`config.mk`:
```
export PLATFORM = sky130hd
export DESIGN_NAME = switch_debounce4
export DESIGN_NICKNAME = d
export VERILOG_FILES = /design/src/rtl/switch_pkg.sv /design/src/rtl/debounce_chan.sv /design/src/rtl/switch_debounce4.sv
export SDC_FILE = /design/constraint.sdc
export NUM_CORES = 1
export LEC_CHECK = 0
export ABC_CLOCK_PERIOD_IN_PS = 3900
export CORE_UTILIZATION = 40
export CTS_BUF_LIST = sky130_fd_sc_hd__clkbuf_4
export DETAILED_ROUTE_END_ITERATION = 8
export DONT_BUFFER_PORTS = 1
export GPL_TIMING_DRIVEN = 0
export RECOVER_POWER = 50
export SYNTH_ARGS = -nofsm -noshare
export SYNTH_HDL_FRONTEND = slang
export SYNTH_SLANG_ARGS = --single-unit
```
`constraint.sdc`:
```
create_clock -name CLK -period 3.9 [get_ports CLK]
set_input_delay 0.195 -clock CLK [delete_from_list [all_inputs] [get_ports CLK]]
set_output_delay 0.195 -clock CLK [all_outputs]
set_load 0.02 [all_outputs]
```
`src/rtl/switch_pkg.sv`:
```
// Shared definitions for the four-channel switch conditioner.
package switch_pkg;

  localparam int DEBOUNCE_DEFAULT = 50000;
  localparam int NUM_SWITCHES     = 4;

  typedef enum logic {
    STABLE  = 1'b0,
    CONFIRM = 1'b1
  } deb_state_e;

  function automatic int cnt_width(input int cycles);
    return $clog2(cycles + 1);
  endfunction

endpackage

```
`src/rtl/debounce_chan.sv`:
```
// One switch channel: two-flop synchroniser, debounce FSM with persistence
// counter, registered level and one-cycle rise/fall pulses.
module debounce_chan
  import switch_pkg::*;
#(
  parameter int DEBOUNCE_CYCLES = DEBOUNCE_DEFAULT,
  parameter bit INVERT          = 1'b0
) (
  input  logic i_clk,
  input  logic i_rst_n,
  input  logic i_raw,
  output logic o_level,
  output logic o_rise,
  output logic o_fall
);

  localparam int             CW       = cnt_width(DEBOUNCE_CYCLES);
  localparam logic [CW-1:0]  CNT_ZERO = {CW{1'b0}};
  localparam logic [CW-1:0]  CNT_ONE  = CW'(1);
  localparam logic [CW-1:0]  CNT_TERM = CW'(DEBOUNCE_CYCLES - 1);
  localparam bit             ONE_SHOT = (DEBOUNCE_CYCLES == 1);

  logic          w_in;
  logic          r_sync1;
  logic          r_sync2;
  deb_state_e    r_state;
  deb_state_e    w_state_nxt;
  logic [CW-1:0] r_cnt;
  logic [CW-1:0] w_cnt_nxt;
  logic          r_sw;
  logic          w_sw_nxt;
  logic          r_rise;
  logic          w_rise_nxt;
  logic          r_fall;
  logic          w_fall_nxt;
  logic          w_mismatch;
  logic          w_accept;

  // Polarity is folded in ahead of the synchroniser so that a cleared flop
  // always means "switch not asserted"; an active-low switch held low then
  // debounces to 1 from reset with full synchroniser plus debounce latency.
  assign w_in = i_raw ^ INVERT;

  // Two-flop synchroniser for the asynchronous pin.
  always_ff @(posedge i_clk or negedge i_rst_n) begin
    if (!i_rst_n) begin
      r_sync1 <= 1'b0;
      r_sync2 <= 1'b0;
    end else begin
      r_sync1 <= w_in;
      r_sync2 <= r_sync1;
    end
  end

  assign w_mismatch = (r_sync2 != r_sw);

  // Next-state logic: terminal compare precedes increment, so cnt never wraps.
  always_comb begin
    w_state_nxt = r_state;
    w_cnt_nxt   = r_cnt;
    w_accept    = 1'b0;
    case (r_state)
      STABLE: begin
        w_cnt_nxt = CNT_ZERO;
        if (w_mismatch) begin
          if (ONE_SHOT) begin
            w_accept = 1'b1;
          end else begin
            w_state_nxt = CONFIRM;
            w_cnt_nxt   = CNT_ONE;
          end
        end else begin
          w_state_nxt = STABLE;
        end
      end
      CONFIRM: begin
        if (!w_mismatch) begin
          w_state_nxt = STABLE;
          w_cnt_nxt   = CNT_ZERO;
        end else if (r_cnt == CNT_TERM) begin
          w_accept = 1'b1;
        end else begin
          w_cnt_nxt = r_cnt + CNT_ONE;
        end
      end
      default: begin
        w_state_nxt = STABLE;
        w_cnt_nxt   = CNT_ZERO;
      end
    endcase

    if (w_accept) begin
      w_state_nxt = STABLE;
      w_cnt_nxt   = CNT_ZERO;
      w_sw_nxt    = r_sync2;
      w_rise_nxt  = r_sync2;
      w_fall_nxt  = ~r_sync2;
    end else begin
      w_sw_nxt    = r_sw;
      w_rise_nxt  = 1'b0;
      w_fall_nxt  = 1'b0;
    end
  end

  // FSM, counter and registered outputs.
  always_ff @(posedge i_clk or negedge i_rst_n) begin
    if (!i_rst_n) begin
      r_state <= STABLE;
      r_cnt   <= CNT_ZERO;
      r_sw    <= 1'b0;
      r_rise  <= 1'b0;
      r_fall  <= 1'b0;
    end else begin
      r_state <= w_state_nxt;
      r_cnt   <= w_cnt_nxt;
      r_sw    <= w_sw_nxt;
      r_rise  <= w_rise_nxt;
      r_fall  <= w_fall_nxt;
    end
  end

  assign o_level = r_sw;
  assign o_rise  = r_rise;
  assign o_fall  = r_fall;

endmodule

```
`src/rtl/switch_debounce4.sv`:
```
// Four independent debounced switch channels; maps the board-level scalar
// pins onto channel indices 0..3.
module switch_debounce4
  import switch_pkg::*;
#(
  parameter int DEBOUNCE_CYCLES = DEBOUNCE_DEFAULT,
  parameter bit INVERT          = 1'b0
) (
  input  logic                    CLK,
  input  logic                    RST_N,
  input  logic                    SWITCH1,
  input  logic                    SWITCH2,
  input  logic                    SWITCH3,
  input  logic                    SWITCH4,
  output logic                    SW1,
  output logic                    SW2,
  output logic                    SW3,
  output logic                    SW4,
  output logic [NUM_SWITCHES-1:0] RISE,
  output logic [NUM_SWITCHES-1:0] FALL
);

  logic [NUM_SWITCHES-1:0] w_raw;
  logic [NUM_SWITCHES-1:0] w_level;
  logic [NUM_SWITCHES-1:0] w_rise;
  logic [NUM_SWITCHES-1:0] w_fall;

  assign w_raw = {SWITCH4, SWITCH3, SWITCH2, SWITCH1};

  for (genvar g = 0; g < NUM_SWITCHES; g++) begin : g_chan
    debounce_chan #(
      .DEBOUNCE_CYCLES (DEBOUNCE_CYCLES),
      .INVERT          (INVERT)
    ) u_chan (
      .i_clk   (CLK),
      .i_rst_n (RST_N),
      .i_raw   (w_raw[g]),
      .o_level (w_level[g]),
      .o_rise  (w_rise[g]),
      .o_fall  (w_fall[g])
    );
  end

  assign SW1  = w_level[0];
  assign SW2  = w_level[1];
  assign SW3  = w_level[2];
  assign SW4  = w_level[3];
  assign RISE = w_rise;
  assign FALL = w_fall;

endmodule

```
==> results.yml, run 1 <==
timing:
  worst_slew_margin_rel_pct: -40.7
  final-hold-violation-count: 0
  clock.fmax_ghz: 0.459
  setup_viol: 0
  grt_setup_unrepaired: "no"
  fin_tns_setup_ns: 0
  fraction_of_the_cycle_the_final_worst_path_needs_pct: 55.9
  setup_slack_after_layout_ns: 1.72
  final.setup_skew_ns: 0.0167
  timing.final.max_slew_violations: 89
  period_needed_ns: 2.18
  tightest_slew_ns: 2.11
synthesis:
  synth_edf_count: 0
  synthesis.nets: 396
  synth.cell_area_um2: 4040
  seq_area_frac_synth_pct: 54.5
  ys_seq_elements: 88
  ys_warn_count: 0
  post_synth_fa_ha_maj_area_fraction_pct: 1.24
  async_reset_ff_share_pct: 100
  yosys.area_share.simple_pct: 24.7
  syn-mean-instance-area_um2: 10.5
  synth_compound_area_share_pct: 1.49
  combinational_family_with_the_most_area_after_synthesis: "simple AND/OR/NAND/NOR gates"
  post_synth_mux_area_share_pct: 1.12
  synth_cell_types: 32
  synthCells: 386
  synth-xor-area-share_pct: 13.0
  postSynth.topFlopCell: "sky130_fd_sc_hd__dfrtp_1"
global_route:
  gr-total-overflow: 0
  antenna_violations_before_repair: 0
  grt_pass1_vias: 2579
  globalRouteTotalUtil_pct: 14.5
  grt_max_degree: 89
  grt_first_pass_wirelength_mm: 11.8
min_path:
  hold_path_class: "in2reg"
  whs_path_depth: 1
  origin_of_the_worst_min_delay_path: "SWITCH3"
  worst_hold_path_endpoint: "g_chan[2].u_chan.r_sync1"
route:
  routed-via-count: 2667
  drt_pre_antenna_iters: 4
  route.antenna.remaining_nets: 0
  drtIter0Drc: 64
  vias_per_cell: 4.93
  drc: 0
  routed_wire_length_mm: 6.86
  routed_wire_length_per_instance_um: 12.7
setup_path:
  critPathMaxStageDelay_ns: 1.50
  arrival_ns: 2.30
  critical-path-slowest-cell: "sky130_fd_sc_hd__clkbuf_2"
  setup.reg_to_reg.worst_slack_ns: 2.10
  r2r.worst_path.cells: 7
  cp_num_buf_inv: 2
  critical_path.reg2reg.endpoint: "g_chan[1].u_chan.r_cnt[10]"
  r2r-start: "g_chan[1].u_chan.r_cnt[0]"
  crit_path_start_kind: "primary input"
  worstSetupPathDepth: 2
  cp_max_fo: 88
  timing.critical_path.max_delay_family: "buffers and inverters"
  cp.required_ns: 4.02
  crit_type: "in2async"
  worstSetupStartpoint: "RST_N"
  setup.worst_path.end_class: "async pin"
  cp_cell_sequence: "dlygate4sd3_1 > clkbuf_2"
power:
  worst_ir_drop_vdd_mv: 0.113
  p_int_uw: 1130
  power_density_nw_per_um2: 337
  net-switching-power_uw: 352
  fin_total_pwr_uw: 1480
  power_frac_comb_pct: 3.4
  switching_share_pct: 23.8
  pwr-share-seq_pct: 63.2
  power.share.clock_pct: 33.4
  power_leakage_uw: 0.00171
clock_tree:
  max-clock-path-buffers: 2
  cell_chosen_for_the_clock_root: "sky130_fd_sc_hd__clkbuf_4"
  cts-htree-levels: 3
  numClockSinks: 88
  tritoncts_clock_tree: "yes"
  clk_latency_ns: 0.42
  clk_pin_slew_worst_paths_ns: 0.14
  cts_inserted_buffers: 9
  post-cts-setup-buffers: 0
cells_and_area:
  layout.cells.most_common: "sky130_fd_sc_hd__dfrtp_1"
  most_used_cells_in_the_layout_excluding_fill_and_tap_cells: "88 x sky130_fd_sc_hd__dfrtp_1, 72 x sky130_fd_sc_hd__nor2_1, 49 x sky130_fd_sc_hd__xnor2_1"
  antennaDiodeCount: 0
  flow.area_growth_from_synthesis_pct: 8.71
  area_of_combinational_cells_with_multiple_inputs_um2: 1680
  ff_latch_area_um2: 2200
  number_of_fillers_in_the_final_layout: 945
  drive_above_1_share_pct: 9.80
  fin_nets: 413
placement:
  globalplace.congestion: 0.815
  minimum_setup_slack_after_placement_ns: 2.09
  number_of_buffers_inserted_by_port_buffering: 0
  dp_hpwl_mm: 4.61
job:
  max-cap-violations: 1
die:
  floorplan.die.height_um: 102
  initial_utilization_pct: 41.3
  core_area_um2: 9770
  floorplan.io_pins: 18
  fp-row-count: 36
  horiz_die_dim_um: 102
  die_area_um2: 10500
outcome:
  status: "complete, but fails checks"
  failed_checks: "capacitance limit, slew limit"
## worst reg2reg max path, delay by kind of cell (launching register included)
family                     cells  cell delay, ns
adders and majority gates      1            0.25
buffers and inverters          2            0.38
DFF                            1            0.43
and+or+nand+nor                4            0.68
## state kept, by name, summed over array words and instances (netlist names)
signal	cells
g_chan.u_chan.o_rise	4
g_chan.u_chan.r_sync2	4
g_chan.u_chan.o_level	4
g_chan.u_chan.r_state	4
g_chan.u_chan.o_fall	4
g_chan.u_chan.r_cnt	64
g_chan.u_chan.r_sync1	4
## how the worst max path moves through the flow
stage                                            end  slack (ns)
after CTS                 g_chan[1].u_chan.r_cnt[10]        2.05
after detailed placement  g_chan[1].u_chan.r_cnt[10]        2.09
after floorplan             g_chan[1].u_chan.o_level        2.32
final                     g_chan[0].u_chan.r_cnt[10]        1.72
after global routing       g_chan[0].u_chan.r_cnt[8]        1.22
after global placement     g_chan[1].u_chan.r_cnt[6]        2.09
## per-layer routing
layer | up-vias | part of all wire, % | GRT usage, %
li1 | 1346 | - | -
met1 | 1279 | 50 | 20.0
met2 | 33 | 46 | 22.0
met3 | 9 | 2.8 | 2.60
met4 | 0 | 1.4 | 7.14
met5 | - | 0 | 0
## power by group through the flow
stage	Sequential, uW	Combinational (uW)	Clock [uW]
floorplan	950	23.9	0
global placement	953	29.7	0
detailed placement	953	30.0	0
CTS	936	56.3	517
global route	938	59.3	558
finish	936	50.2	495
## cell families after synthesis
| logic type | Yosys count |
|---|---|
| simple gates | 192 |
| flops | 88 |
| xor+xnor | 60 |
| buf+inv | 30 |
| compound gates | 8 |
| mux | 4 |
| fa+ha+maj | 4 |
## cell usage after synthesis (6+ instances only)
master,instances,area [um2]
sky130_fd_sc_hd__nand2_1,12,45.0
sky130_fd_sc_hd__nand4_1,21,131
sky130_fd_sc_hd__nor3_1,14,70.1
sky130_fd_sc_hd__xor2_1,11,96.3
sky130_fd_sc_hd__nor4_1,20,125
sky130_fd_sc_hd__inv_1,16,60.1
sky130_fd_sc_hd__nor4bb_1,6,60.1
sky130_fd_sc_hd__xnor2_1,49,429
sky130_fd_sc_hd__nor2_1,72,270
sky130_fd_sc_hd__nand3_1,24,120
sky130_fd_sc_hd__buf_4,8,60.1
sky130_fd_sc_hd__dfrtp_1,88,2200
## timing repair
| item | 4_1_cts | 5_1_grt |
|---|---|---|
| endpoints found under the hold margin | 92 | 0 |
| hold buffers | 6 | 0 |
| gates resized for setup | 0 | 0 |
## layout make-up
cell class | instances | share of cell area, %
buffer | 14 | 2.19
clock buffer | 9 | 1.54
clock inverter | 7 | 1.43
inverter | 16 | 1.37
multi-input combinational | 268 | 38.3
sequential | 88 | 50.2
tap | 133 | 3.79
timing repair buffer | 6 | 1.25
## metrics by stage
stage	instance area, um2	instances	hold slack (ns)	util (%)
after floorplan	4040	386	-0.101	-
after global placement	4200	519	-0.0967	43.0
after detailed placement	4200	519	-0.0970	43.0
after CTS	4410	541	0.292	45.1
after global routing	4390	541	0.283	44.9
final	4390	541	0.316	44.9
Note: power is estimated with default switching activity, not from simulation.
==> run 2, diff against run 1 <==
--- a/config.mk
+++ b/config.mk
@@ -5,7 +5,8 @@
 export SDC_FILE = /design/constraint.sdc
 export NUM_CORES = 1
 export LEC_CHECK = 0
-export ABC_CLOCK_PERIOD_IN_PS = 3900
+export ABC_AREA = 1
+export ABC_CLOCK_PERIOD_IN_PS = 2280
 export CORE_UTILIZATION = 40
 export CTS_BUF_LIST = sky130_fd_sc_hd__clkbuf_4
 export DETAILED_ROUTE_END_ITERATION = 8
==> constraint.sdc (replaced) <==
create_clock -name CLK -period 2.28 [get_ports CLK]
set_input_delay 0.114 -clock CLK [delete_from_list [all_inputs] [get_ports CLK]]
set_output_delay 0.114 -clock CLK [all_outputs]
set_load 0.02 [all_outputs]
==> results.yml, run 2 <==
setup_path:
  arrival_ns: 1.89
  r2r.worst_path.cells: 7
  cp_max_fo: 10
  crit_type: "reg2reg"
  crit_path_start_kind: "flop"
  cp.required_ns: 2.65
  setup.worst_path.end_class: "flop"
timing:
  clock.fmax_ghz: 0.659
  timing.final.max_slew_violations: 0
  final-hold-violation-count: 0
  finalHoldWorstSlack_ns: 0.217
  grt_setup_unrepaired: "no"
  tightest_slew_ns: 1.16
  fraction_of_the_cycle_the_final_worst_path_needs_pct: 66.5
  final.setup_skew_ns: 0.0238
  fin_tns_setup_ns: 0
  setup_viol: 0
  period_needed_ns: 1.52
  worst_slew_margin_rel_pct: 22.7
route:
  routed-via-count: 3565
  vias_per_cell: 4.81
  routed_wire_length_mm: 8.54
  highest_layer: "met4"
  routed_wire_length_per_instance_um: 11.5
  drc: 0
  met2RoutedLength_mm: 3.99
  dr_wl_met3_um: 209
  route.antenna.remaining_nets: 0
  m1WireLength_mm: 4.16
  drtIter0Drc: 251
  drt_pre_antenna_iters: 4
clock_tree:
  clk_pin_slew_worst_paths_ns: 0.14
  cts_inserted_buffers: 9
  cell_chosen_for_the_clock_root: "sky130_fd_sc_hd__clkbuf_4"
  max-clock-path-buffers: 2
  clk_latency_ns: 0.45
  cts-htree-levels: 3
  cts_repair_resize_count: 0
  tritoncts_clock_tree: "yes"
  numClockSinks: 88
cells_and_area:
  number_of_fillers_in_the_final_layout: 1130
  flow.area_growth_from_synthesis_pct: 8.49
  most_used_cells_in_the_layout_excluding_fill_and_tap_cells: "123 x sky130_fd_sc_hd__nand2_1, 97 x sky130_fd_sc_hd__nor2_1, 88 x sky130_fd_sc_hd__dfrtp_1"
  drive_above_1_share_pct: 14.2
  fin_nets: 603
  largest-register: "g_chan.u_chan.r_cnt"
  layout.cells.most_common: "sky130_fd_sc_hd__nand2_1"
  largest_register_ff_count: 64
  fin_cells: 741
  antennaDiodeCount: 0
synthesis:
  synth.top_cells.by_area: "sky130_fd_sc_hd__dfrtp_1 47%, sky130_fd_sc_hd__nand2_1 9.9%, sky130_fd_sc_hd__nor2_1 7.8%"
  async_reset_ff_share_pct: 100
  top_cell_type_s_share_of_synthesized_area_pct: 47.3
  post-synth-top-area-cell: "sky130_fd_sc_hd__dfrtp_1"
  ys_seq_elements: 88
  synthesis.nets: 586
  synth_top_cells_by_count: "123 x sky130_fd_sc_hd__nand2_1, 97 x sky130_fd_sc_hd__nor2_1, 88 x sky130_fd_sc_hd__dfrtp_1"
  synthCells: 576
  synth.cell_area_um2: 4660
  postSynth.topFlopCell: "sky130_fd_sc_hd__dfrtp_1"
  ys_warn_count: 0
  seq_area_frac_synth_pct: 47.3
  synth.most_common_cell: "sky130_fd_sc_hd__nand2_1"
  synth_edf_count: 0
  syn-mean-instance-area_um2: 8.09
  synth_cell_types: 33
die:
  horiz_die_dim_um: 110
  die_area_um2: 12100
  floorplan.die.height_um: 110
  floorplan.io_pins: 18
  core_area_um2: 11400
  initial_utilization_pct: 41.0
  fp-row-count: 39
job:
  max-cap-violations: 0
power:
  power_leakage_uw: 0.00239
  power_density_nw_per_um2: 532
  worst_ir_drop_vdd_mv: 0.271
  fin_total_pwr_uw: 2690
global_route:
  antenna_violations_before_repair: 0
  grt_pass1_vias: 3389
  grt_max_degree: 89
  grt_first_pass_wirelength_mm: 14.9
  gr-total-overflow: 0
  globalRouteTotalUtil_pct: 15.6
placement:
  globalplace.congestion: 0.865
  place.detailed.instances: 719
  number_of_buffers_inserted_by_port_buffering: 0
  dp_hpwl_mm: 6.17
outcome:
  status: "finished clean"
min_path:
  hold_path_class: "in2reg"
  whs_path_depth: 1
## run 2: cell count changes after synthesis, moves of 14 or more
cell	previous run	this run
sky130_fd_sc_hd__nor2_2	3	17
sky130_fd_sc_hd__xnor2_1	49	1
sky130_fd_sc_hd__inv_1	16	78
sky130_fd_sc_hd__nor2_1	72	97
sky130_fd_sc_hd__nand2_1	12	123
sky130_fd_sc_hd__nor4_1	20	1
## run 2: worst max-delay path, cell delays in order (launching register included)
cell and delay, ns:
sky130_fd_sc_hd__dfrtp_1 0.44, sky130_fd_sc_hd__ha_1 0.25, sky130_fd_sc_hd__nand3_2 0.16, sky130_fd_sc_hd__nor3_2 0.06, sky130_fd_sc_hd__a21oi_2 0.24, sky130_fd_sc_hd__inv_2 0.07, sky130_fd_sc_hd__buf_6 0.16, sky130_fd_sc_hd__nor2_2 0.08
## run 2: worst paths after layout
path	from	endpoint	slack [ns]
max	g_chan[2].u_chan.r_cnt[0]	g_chan[2].u_chan.r_cnt[11]	0.76
min	SWITCH1	g_chan[0].u_chan.r_sync1	0.22
max reg2reg	g_chan[2].u_chan.r_cnt[0]	g_chan[2].u_chan.r_cnt[11]	0.76
min reg2reg	g_chan[1].u_chan.r_sync1	g_chan[1].u_chan.r_sync2	0.36
max in group asynchronous	RST_N	g_chan[2].u_chan.r_cnt[12]	1.10
min in group asynchronous	RST_N	g_chan[0].u_chan.r_cnt[15]	0.43
## run 2: per-stage QoR
step	util [%]	setup WS [ns]	area, um2
floorplan	-	0.971	4660
finish	44.4	0.763	5050
global placement	42.5	0.792	4840
CTS	44.6	0.728	5070
detailed placement	42.5	0.774	4840
global route	44.4	0.647	5050
## run 2: kinds of logic (layout without fill, tap and decap cells)
group                      Yosys count  count (layout)  share of synthesized area, %
buffers and inverters               93             115                          8.49
AOI/OAI and AO/OA                   32              32                          3.82
xor gates and xnor gates            19              19                          3.57
DFF                                 88              88                          47.3
adders and majority gates            4               4                          1.07
and+or+nand+nor                    340             340                          35.8
## run 2: cell type report
cell class / count / area (um2) / area share, %
timing repair buffer: 6 / 57.6 / 1.14
inverter: 82 / 309 / 6.12
sequential: 88 / 2200 / 43.6
clock buffer: 10 / 75.1 / 1.49
tap: 143 / 179 / 3.54
clock inverter: 6 / 83.8 / 1.66
multi-input combinational: 395 / 2060 / 40.8
buffer: 11 / 86.3 / 1.71
## run 2: layer usage
layer / up-vias / global-route usage [%]
met5: - / 0
met4: 0 / 7.05
met3: 15 / 2.73
met2: 39 / 26.0
met1: 1677 / 19.8
li1: 1834 / -
## run 2: what timing repair did
action                    in CTS  in global routing
buffers inserted               0                  0
hold endpoints to repair      92                  0
hold buffers                   6                  0
## run 2: report_power, final
group	internal (uW)	switching, uW
combinational	27.5	71.4
sequential	1580	18.7
clock	452	536
total	2060	626
